$ cat src/rtl/mod_m_cnt.sv
// Free-running modulo-M counter with a one-cycle terminal-count tick.
// max_tic is either decoded from q or registered from next_q; both give the same waveform.
module mod_m_cnt #(
  parameter int M        = 10,
  parameter int TICK_REG = 0,
  localparam int W       = (M > 2) ? $clog2(M) : 1
) (
  input  logic         clk,
  input  logic         rst,
  output logic [W-1:0] q,
  output logic         max_tic
);

  localparam logic [W-1:0] LAST = W'(M - 1);

  logic [W-1:0] q_reg;
  logic [W-1:0] q_next;

  generate
    if (M < 2) begin : g_bad_modulus
      $error("mod_m_cnt: modulus M must be >= 2");
    end
  endgenerate

  // Magnitude compare also flushes illegal values (>= M) back to zero.
  always_comb begin
    q_next = '0;
    if (q_reg < LAST) begin
      q_next = q_reg + W'(1);
    end
  end

  always_ff @(posedge clk) begin
    if (!rst) begin
      q_reg <= '0;
    end else begin
      q_reg <= q_next;
    end
  end

  assign q = q_reg;

  generate
    if (TICK_REG != 0) begin : g_tick_reg
      logic tic_reg;

      // Loading from next_q keeps the registered tick aligned with q == M-1.
      always_ff @(posedge clk) begin
        if (!rst) begin
          tic_reg <= 1'b0;
        end else begin
          tic_reg <= (q_next == LAST);
        end
      end

      assign max_tic = tic_reg;
    end else begin : g_tick_comb
      assign max_tic = (q_reg == LAST);
    end
  endgenerate

endmodule

$ cat config.mk
export PLATFORM = sky130hd
export DESIGN_NAME = mod_m_cnt
export DESIGN_NICKNAME = d
export VERILOG_FILES = /design/src/rtl/mod_m_cnt.sv
export SDC_FILE = /design/constraint.sdc
export NUM_CORES = 1
export LEC_CHECK = 0
export ABC_AREA = 1
export BUFFER_PORTS_ARGS = -buffer_cell sky130_fd_sc_hd__buf_2
export CAP_MARGIN = 30
export CORE_AREA = 2 2 39 41
export DETAILED_ROUTE_END_ITERATION = 6
export DIE_AREA = 0 0 41 43
export SLEW_MARGIN = 0
export SYNTH_ARGS = -nofsm -noshare
export SYNTH_HDL_FRONTEND = slang
export SYNTH_SLANG_ARGS = --single-unit
$ cat constraint.sdc
create_clock -name clk -period 1.4 [get_ports clk]
set_clock_uncertainty 0.15 [all_clocks]
set_input_delay 0.07 -clock clk [delete_from_list [all_inputs] [get_ports clk]]
set_output_delay 0.07 -clock clk [all_outputs]
set_load 0.05 [all_outputs]
== Word level (Yosys, flattened, before mapping) ==
Cells that the tools add are included.
Storage, ports and cells
  output and inout bits: 5
  bits in writable memories: 0
  word-level logic and storage cells: 5
  input port bits: 2
  memories: 0
  flip-flop bits (word level): 4
  bits in latches: 0
  bits in read-only memories: 0
Operators by class
  $add $sub $neg: 1
  multipliers: 0
  bitwise logic cells: 0
  $lt $le $gt $ge: 1
  shift operators: 0
  equal/unequal tests: 1
  div/mod/pow operators: 0
  reduce and logical (&&, ||, !) cells: 1
  mux-type cells: 0
Operators with widths (count)
  $add A4 B1 Y4 const B: 1
  $eq A4 B4 Y1 const B: 1
  $lt A4 B4 Y1 const B: 1
  $reduce_and A2 Y1: 1

== Longest topological paths before layout ==
  depth after elaboration: 2
  mapped depth: 6
  depth with buffers taken out: 6

== Worst setup path after synthesis ==
No wires, ideal clock.
  kind: register to output
  from: register q_reg[0], in the netlist q[0]
  to: output port max_tic
  data required time: 1.180 ns
  slack: -0.456 ns
  data arrival time: 1.636 ns
  buffers on the path: 0
  stages on the path, launching flop included: 4
  cells stage by stage: dfxtp_1 -> ha_1 -> nand2_1 -> nor2_1
Between the ends
  word-level cells in the longest chain between the ends: 1
RTL lines
  start, declared: line 16  | logic [W-1:0] q_reg;
  start signal, assigned: line 37  | q_reg <= q_next;
  $eq A4 B4 Y1: line 58  | assign max_tic = (q_reg == LAST);
  end, declared: line 11  | output logic max_tic
No other way between the ends.

== Worst setup path in the final report ==
  from: register q_reg[1], in the netlist q[1]
  to: output port max_tic
Same word-level chain as after synthesis.

==> flow_summary.toml <==
[status]
status = "finished clean"

[grt]
grt_max_degree = 7
grt_pass1_wl_um = 607
first_global_vias = 160
antenna_found_initial = 0
grt_use_total_pct = 6.42
grt_overflow = 0

[sta]
tightest_slew_ns = 0.250
rsz0062_at_grt = "false"
final-hold-violation-count = 0
setup_ws_ns = 0.107
fin_crit_sh_pct = 92.4
relSlewSlack_pct = 83.4
slew_viol_final = 0
fin_setup_tns_ns = 0
fin_crit_ns = 1.29
report.final.setup_viol = 0
max_clock_freq_mhz = 773

[layout]
antenna_cells = 0
finish.instance_area_um2 = 298
largest_register_ffs = 4
syn_to_final_growth_pct = 51.6
final_cells = 51
final_nets = 42
layout-drive-gt1-share_pct = 42.9

[floorplan]
row_count = 14
io-pin-count = 7
dieArea_um2 = 1760
dieHeight_um = 43
die_x_um = 41
core_um2 = 1380
start_util_pct = 14.2

[placement]
io_buffers = 6
place_ws_ns = 0.251
place.gp.congestion = 0.698
hpwl_um = 280
place_area_um2 = 256
dp_cells = 47

[cts]
cts_setup_buffers = 0
ctsLongestPathBuffers = 2
htree_levels = 1
path_clk_slew_ns = 0.04
tritoncts = "yes"
numCtsBuffers = 3
cts.sink_count = 4
cts.root.buffer_cell = "clkbuf_4"
insertion_delay_ns = 0.23

[routing]
avgViaCountPerCell = 3.49
dr.pass1.iters = 2
wl_per_cell_um = 6.43
drc = 0
num_vias = 178
wl_um = 328
drt_iter0_markers = 1
antenna_left = 0

[yosys]
ys_warn_count = 0
synth_top_area_share_pct = 40.8
synth_area_um2 = 196
synth_cells = 25
yosys-top-cells-area = "dfxtp_1, ha_1, inv_1"
syn_nets = 30
ys_ff_latch = 4
syn_avg_cell_area_um2 = 7.86
synth_top_area_cell = "dfxtp_1"
synth_seq_area_share_pct = 40.8
synth.distinct_cells = 9

[power_and_ir_drop]
ir_drop_mv = 0.257
leakagePower_nw = 0.145
power.total_mw = 0.332
p_per_area_nw_per_um2 = 1110

[hold_path]
min_path_type = "register to register"
hold_depth = 1

[setup_path]
crit_type = "register to output port"
worstPathRequired_ns = 1.18
crit_path_end_kind = "output port"
crit_fanout = 4
worst_setup_path_start_kind = "register"
r2r_cells = 6
critical_path_arrival_ns = 1.07

[flow_run]
cap_violations = 0
[where the power goes]
part	switching [mW]	internal (mW)	total (mW)	leakage [nW]
sequential	0.00939	0.123	0.133	0.0334
clock	0.0431	0.0956	0.139	0.0138
combinational	0.0418	0.0187	0.0604	0.0981
total	0.0942	0.238	0.332	0.145
[worst max-delay path, stage by stage, from the launching register on]
cell and delay [ns]:
dfxtp_2 0.32, inv_1 0.07, ha_1 0.15, nand2_2 0.07, nor2_4 0.08, buf_6 0.15
[timing repair]
item                                    in CTS  in global routing
hold buffers                                 1                  0
resized for setup                            1                  2
hold endpoints to repair                     4                  0
endpoints found under the setup margin       1                  1
gates cloned                                 0                  0
[final timing paths]
kind              slack (ns)  endpoint  from
hold / removal          0.31      q[0]  q[0]
hold reg to reg         0.31      q[0]  q[0]
setup reg to reg        0.28      q[0]  q[0]
setup / recovery        0.11   max_tic  q[1]
[cells in the mapped netlist]
library cell / number
dfxtp_1: 4
ha_1: 3
inv_1: 6
nand2_1: 4
nand2_2: 1
nand3_1: 1
nor2_1: 4
nor2_2: 1
xnor2_1: 1
[final cells by class]
type                            count  area [um2]
Clock buffer                        3        22.5
Fill cell                         163        1090
Inverter                            6        22.5
Multi-Input combinational cell     15         104
Sequential cell                     4        82.6
Tap cell                           16        20.0
Timing Repair Buffer                7        46.3
[per-stage QoR]
step,hold slack [ns],utilization (%)
finish,0.311,21.5
global route,0.351,21.5
floorplan,0.0726,-
global placement,0.193,18.5
detailed placement,0.199,18.5
CTS,0.319,21.1
[placed cells by master (no fill, tap or decap)]
cell	instances
inv_1	6
clkbuf_4	3
nor2_2	1
buf_2	5
nor2_4	1
dlygate4sd3_1	1
dfxtp_2	2
xnor2_1	1
ha_1	3
nand2_2	2
buf_6	1
dfxtp_1	2
nand2_1	3
nor2_1	3
nand3_1	1
[cells by family after synthesis]
group,Yosys count,share of synthesized area [%]
simple gates,11,24.2
buf+inv,6,11.5
flops,4,40.8
fa+ha+maj,3,19.1
xor+xnor,1,4.46
[routing by layer]
layer	up-vias	GRT usage, %	part of all wire (%)
met5	-	0	0
met4	0	10.0	2.1
met3	2	6.28	7.0
met2	3	6.88	53
met1	80	4.81	38
li1	93	-	-
No activity file was read; power rests on OpenSTA's default activity.
